File: src/rtl/gate_controller.sv
// ----------------------------------------------------------------------------
// gate_controller
//
// Gate/door controller FSM driving a reversible motor, two status LEDs and an
// active-low 7-segment digit. It sits between debounced board switches and the
// motor driver/display.
//
// Parameters:
//   TRAVEL_MAX  max cycles allowed in ABRINDO/FECHANDO before a fault (>= 2)
//   AUTO_CLOSE  cycles in ABERTO before closing by itself (>= 1); only used
//               when GATE_AUTOCLOSE_EN is defined
//
// Optional feature macro:
//   GATE_AUTOCLOSE_EN  builds the auto-close counter. When it is undefined,
//                      ABERTO leaves only on a button press or a fault.
//
// Ports:
//   clock         in   rising-edge clock
//   reset_n       in   asynchronous active-low reset
//   botao         in   command button (level, asynchronous)
//   fim_aberto    in   open limit switch, 1 = fully open
//   fim_fechado   in   closed limit switch, 1 = fully closed
//   obstaculo     in   obstacle sensor, 1 = blocked
//   motor_on      out  motor enable
//   motor_dir     out  0 = opening, 1 = closing (valid while motor_on = 1)
//   led_verde     out  lit while ABRINDO
//   led_vermelho  out  lit while FECHANDO or FALHA
//   falha         out  fault latched
//   display       out  active-low segments {g,f,e,d,c,b,a}
// ----------------------------------------------------------------------------
module gate_controller #(
    parameter int unsigned TRAVEL_MAX = 1000,
    parameter int unsigned AUTO_CLOSE = 5000
) (
    input  logic       clock,
    input  logic       reset_n,
    input  logic       botao,
    input  logic       fim_aberto,
    input  logic       fim_fechado,
    input  logic       obstaculo,
    output logic       motor_on,
    output logic       motor_dir,
    output logic       led_verde,
    output logic       led_vermelho,
    output logic       falha,
    output logic [6:0] display
);

    typedef enum logic [2:0] {
        FECHADO  = 3'd0,
        ABRINDO  = 3'd1,
        ABERTO   = 3'd2,
        FECHANDO = 3'd3,
        PARADO   = 3'd4,
        FALHA    = 3'd5
    } state_t;

    localparam int unsigned TW = $clog2(TRAVEL_MAX + 1);

    // Active-low segment patterns {g,f,e,d,c,b,a}
    localparam logic [6:0] SEG_F    = 7'b0001110;
    localparam logic [6:0] SEG_DASH = 7'b0111111;
    localparam logic [6:0] SEG_A    = 7'b0001000;
    localparam logic [6:0] SEG_P    = 7'b0001100;
    localparam logic [6:0] SEG_E    = 7'b0000110;

    // Elaboration-time parameter sanity checks
    if (TRAVEL_MAX < 2) begin : g_bad_travel_max
        $error("gate_controller: TRAVEL_MAX must be at least 2");
    end
    if (AUTO_CLOSE < 1) begin : g_bad_auto_close
        $error("gate_controller: AUTO_CLOSE must be at least 1");
    end

    // ------------------------------------------------------------------
    // Input synchronisers and button edge detector
    // ------------------------------------------------------------------
    logic [3:0] sync1;
    logic [3:0] sync2;
    logic       botao_prev;
    logic       botao_s;
    logic       aberto_s;
    logic       fechado_s;
    logic       obst_s;
    logic       press;

    assign {botao_s, aberto_s, fechado_s, obst_s} = sync2;
    // One pulse per press: synced button low on the previous cycle, high now
    assign press = botao_s & ~botao_prev;

    always_ff @(posedge clock or negedge reset_n) begin
        if (!reset_n) begin
            sync1      <= '0;
            sync2      <= '0;
            botao_prev <= 1'b0;
        end else begin
            sync1      <= {botao, fim_aberto, fim_fechado, obstaculo};
            sync2      <= sync1;
            botao_prev <= botao_s;
        end
    end

    // ------------------------------------------------------------------
    // State, travel timer and direction memory
    // ------------------------------------------------------------------
    state_t        state;
    state_t        state_next;
    logic [TW-1:0] timer;
    logic          timer_full;
    logic          last_close;
    logic          ac_expired;
    logic          travel_now;
    logic          travel_entry;

    assign timer_full   = (timer == TW'(TRAVEL_MAX));
    assign travel_now   = (state == ABRINDO) || (state == FECHANDO);
    assign travel_entry = ((state_next == ABRINDO) || (state_next == FECHANDO))
                          && (state_next != state);

`ifdef GATE_AUTOCLOSE_EN
    localparam int unsigned AW = $clog2(AUTO_CLOSE + 1);

    logic [AW-1:0] ac_count;

    assign ac_expired = (ac_count == AW'(AUTO_CLOSE)) && !obst_s;

    // Restarts on entry to ABERTO and on every blocked cycle, so the gate
    // closes only after AUTO_CLOSE consecutive obstacle-free cycles.
    always_ff @(posedge clock or negedge reset_n) begin
        if (!reset_n) begin
            ac_count <= '0;
        end else if ((state_next == ABERTO) && (state != ABERTO)) begin
            ac_count <= '0;
        end else if (obst_s) begin
            ac_count <= '0;
        end else if ((state == ABERTO) && (ac_count != AW'(AUTO_CLOSE))) begin
            ac_count <= ac_count + AW'(1);
        end
    end
`else
    assign ac_expired = 1'b0;
`endif

    // Next-state logic; priority is top-down inside each state
    always_comb begin
        state_next = state;
        if (aberto_s && fechado_s) begin
            // Both limits active at once can only be a sensor fault
            state_next = FALHA;
        end else begin
            case (state)
                FECHADO: begin
                    if (press) state_next = ABRINDO;
                end
                ABRINDO: begin
                    if (aberto_s)        state_next = ABERTO;
                    else if (timer_full) state_next = FALHA;
                    else if (press)      state_next = PARADO;
                end
                ABERTO: begin
                    if (press || ac_expired) state_next = FECHANDO;
                end
                FECHANDO: begin
                    if (obst_s)          state_next = ABRINDO;
                    else if (fechado_s)  state_next = FECHADO;
                    else if (timer_full) state_next = FALHA;
                    else if (press)      state_next = PARADO;
                end
                PARADO: begin
                    if (press) state_next = last_close ? ABRINDO : FECHANDO;
                end
                FALHA: begin
                    state_next = FALHA;
                end
                default: begin
                    state_next = FECHADO;
                end
            endcase
        end
    end

    // Registered Moore outputs are decoded from state_next so that they
    // change on the same edge as the state register.
    always_ff @(posedge clock or negedge reset_n) begin
        if (!reset_n) begin
            state        <= FECHADO;
            timer        <= '0;
            last_close   <= 1'b0;
            motor_on     <= 1'b0;
            motor_dir    <= 1'b0;
            led_verde    <= 1'b0;
            led_vermelho <= 1'b0;
            falha        <= 1'b0;
            display      <= SEG_F;
        end else begin
            state <= state_next;

            // Remember the direction of travel for resuming from PARADO
            if (state == ABRINDO) begin
                last_close <= 1'b0;
            end else if (state == FECHANDO) begin
                last_close <= 1'b1;
            end

            if (travel_entry) begin
                timer <= '0;
            end else if (travel_now && !timer_full) begin
                timer <= timer + TW'(1);
            end

            motor_on     <= 1'b0;
            motor_dir    <= 1'b0;
            led_verde    <= 1'b0;
            led_vermelho <= 1'b0;
            falha        <= 1'b0;
            display      <= SEG_F;
            case (state_next)
                FECHADO: begin
                    display <= SEG_F;
                end
                ABRINDO: begin
                    motor_on  <= 1'b1;
                    led_verde <= 1'b1;
                    display   <= SEG_DASH;
                end
                ABERTO: begin
                    display <= SEG_A;
                end
                FECHANDO: begin
                    motor_on     <= 1'b1;
                    motor_dir    <= 1'b1;
                    led_vermelho <= 1'b1;
                    display      <= SEG_DASH;
                end
                PARADO: begin
                    display <= SEG_P;
                end
                FALHA: begin
                    led_vermelho <= 1'b1;
                    falha        <= 1'b1;
                    display      <= SEG_E;
                end
                default: begin
                    display <= SEG_F;
                end
            endcase
        end
    end

endmodule
File: config.mk
export PLATFORM = sky130hd
export DESIGN_NAME = gate_controller
export DESIGN_NICKNAME = d
export VERILOG_FILES = /design/src/rtl/gate_controller.sv
export SDC_FILE = /design/constraint.sdc
export NUM_CORES = 1
export LEC_CHECK = 0
export ABC_AREA = 1
export CAP_MARGIN = 10
export CORE_MARGIN = 3
export CORE_UTILIZATION = 43
export CTS_CLUSTER_SIZE = 28
export DETAILED_ROUTE_END_ITERATION = 16
export MAX_ROUTING_LAYER = met4
export PLACE_DENSITY = 0.61
export SLEW_MARGIN = 25
export SYNTH_ARGS = -nofsm -noshare
export SYNTH_HDL_FRONTEND = slang
export SYNTH_SLANG_ARGS = --single-unit
File: constraint.sdc
create_clock -name clock -period 1.75 [get_ports clock]
set_input_delay 0.35 -clock clock [delete_from_list [all_inputs] [get_ports clock]]
set_output_delay 0.35 -clock clock [all_outputs]
set_load 0.005 [all_outputs]
==> flow_summary.toml <==
[run_status]
status = "finished clean"

[synth]
yosys_warnings = 0
synthSimpleGateAreaFrac = 0.211
synth_top_area_frac = 0.481
async_flop_share = 1.00
yosys.area.top_type = "dfrtp_1"
synth_edf_count = 0
synth_top_family_by_area = "simple AND/OR/NAND/NOR gates"
synth.yosys.seq_area_share = 0.533
synth_area_leaders = "dfrtp_1, nand2_1, a21oi_2"
synth.net_count = 165
ys_seq_elements = 32
avgSynthCellArea_um2 = 9.62
synth_area_um2 = 1510
synth-xor-area-share = 0.0464
synth_cell_types = 26
yosysMostFrequentCell = "dfrtp_1"
syn_inst = 157
synthAdderAreaFrac = 0.0166
synthMuxAreaShare = 0
synth_ff_type = "dfrtp_1"
synth_compound_area_frac = 0.100
synth_common_cells = "dfrtp_1, nand2_1, inv_1"

[detailed_routing]
drt-pass1-iter-count = 4
num_vias = 1083
drt-initial-drc-count = 66
via_per_inst = 4.73
drc = 0
post_drt_wl_per_cell_um = 13.0
wirelength_um = 2980
drtAntennaViolNets = 0

[floorplan]
die-area_um2 = 4260
core-area_um2 = 3200
die_h_um = 65.3
rows = 20
io_pins = 18
fp.dieW_um = 65.3
initial_core_util = 0.471

[critical_path]
critical-path-top-delay-family = "flip-flops"
crit_buf_inv = 1
worstReg2RegStart = "timer[0]$_DFFE_PN0P_"
crit_required_ns = 1.40
worstPathArrival_ns = 1.34
path_class = "flip-flop to output port"
crit_path_top_delay_cell = "dfstp_2"
endpoint_kind = "output port"
cp_max_fo = 1
startpoint_type = "flip-flop"
crit_chain = "clkdlybuf4s50_1"
critPathMaxStageDelay_ns = 0.53
crit_start = "display[1]$_DFF_PN1_"

[hold_path]
min_from = "sync1[3]$_DFF_PN0_"
hp-class = "flip-flop to flip-flop"

[finish]
multi_input_area_um2 = 607
diodes = 0
seq_area_um2 = 806
postLayoutCellArea_um2 = 1910
nets = 192
nFillCells = 298
stdcell_count = 229
area_delta_synth_final_pct = 26.3
drive_gt1_frac = 0.270

[grt]
grt_util_all_layers = 0.166
grt_pass1_vias = 1124
antenna_found_initial = 0
grt_pass1_wl_um = 5130
grt_max_degree = 33
grt_overflow = 0

[timing]
fin_ws_ns = 0.0563
slew_viol_final = 0
hold_violations = 0
max_freq_ghz = 0.590
period_needed_ns = 1.69
setup_viol = 0
hold_slack_ns = 0.354
fin_crit_sh = 0.968
finClkSkew_ns = 0.0205

[placement]
placed_cells = 218
dp_slack_ns = -0.0593
dp_hpwl_um = 2080
io_buffers = 16
globalplace.congestion = 0.906
place_area_um2 = 1730

[power_and_ir_drop]
p_leak_nw = 0.872
powerDensity_nw_per_um2 = 1600
vdd_drop_max_uv = 1040
finalPower_mw = 3.05

[cts]
clk_latency_ns = 0.34
clk_pin_slew_worst_paths_ns = 0.09
cts_made_buffers = 5
tritoncts = "built"
cts_buffer_depth = 2
cts.sinks = 32
ctsHtreeMaxLevel = 2
hold_buffers = 0
clock-root-buffer = "clkbuf_4"

[flow_run]
drv_cap = 0
[metal layers]
metal / up-vias / GRT usage / part of all wire / wire length (µm)
met5: - / - / 0 / 0
met4: 0 / 0.0751 / 0.020 / 61
met3: 8 / 0.0496 / 0.058 / 172
met2: 31 / 0.248 / 0.49 / 1450
met1: 500 / 0.208 / 0.43 / 1300
li1: 544 / - / - / -
[logic make-up (layout without fill, tap and decap cells)]
family / count (synthesis) / in the layout
simple gates: 66 / 66
compound gates: 19 / 19
xor+xnor: 8 / 8
flops: 32 / 32
fa+ha+maj: 2 / 2
buf+inv: 29 / 57
other cells: 1 / 1
[report_power, final]
group	internal (mW)	switching, mW
clock	0.379	0.251
combinational	0.582	0.791
sequential	0.929	0.116
total	1.89	1.16
[metrics by stage]
stage / setup TNS [ns] / utilization
5_1_grt: -0.230 / 0.595
3_5_place_dp: -0.486 / 0.541
2_1_floorplan: 0 / -
6_report: 0 / 0.595
4_1_cts: 0 / 0.577
3_3_place_gp: 0 / 0.541
[cells in the final DEF (no fill, tap or decap), drive strengths merged, types with 2 or more instances in the layout]
| cell | count |
|---|---|
| nand2 | 31 |
| dfrtp | 29 |
| inv | 25 |
| nand3 | 17 |
| clkdlybuf4s50 | 14 |
| nor2 | 13 |
| a21oi | 12 |
| xor2 | 8 |
| buf | 8 |
| clkbuf | 7 |
| o21ai | 6 |
| nor3 | 3 |
| dfstp | 3 |
| ha | 2 |
| dlymetal6s2s | 2 |
[final timing paths]
kind,end,slack [ns],cells after the start
max in group asynchronous,display[1]$_DFF_PN1_,1.13,2
worst max-delay path,display[1],0.06,1
worst min-delay path,sync2[3]$_DFF_PN0_,0.35,0
worst max register to register,timer[3]$_DFFE_PN0P_,0.08,11
worst min register to register,sync2[3]$_DFF_PN0_,0.35,0
min in group asynchronous,timer[7]$_DFFE_PN0P_,0.37,2
[cell type report]
| type | count | share of cell area |
|---|---|---|
| multi-input cells | 96 | 0.318 |
| repair buffers | 24 | 0.131 |
| flip-flops and latches | 32 | 0.423 |
| well taps | 44 | 0.0289 |
| clock buffers | 7 | 0.0341 |
| clock inverters | 1 | 0.0157 |
| inverters | 25 | 0.0492 |
[timing repair]
item,CTS,global route
setup buffers,1,2
gates resized for setup,0,14
setup endpoints to repair,10,17
pin swaps,1,2
[sequential cells by signal (all words and copies together) (netlist names), 3 cells and up]
signal / cells
timer: 10
display: 4
sync1: 4
sync2: 4
state: 3
No activity file was read; power rests on OpenSTA's default activity.
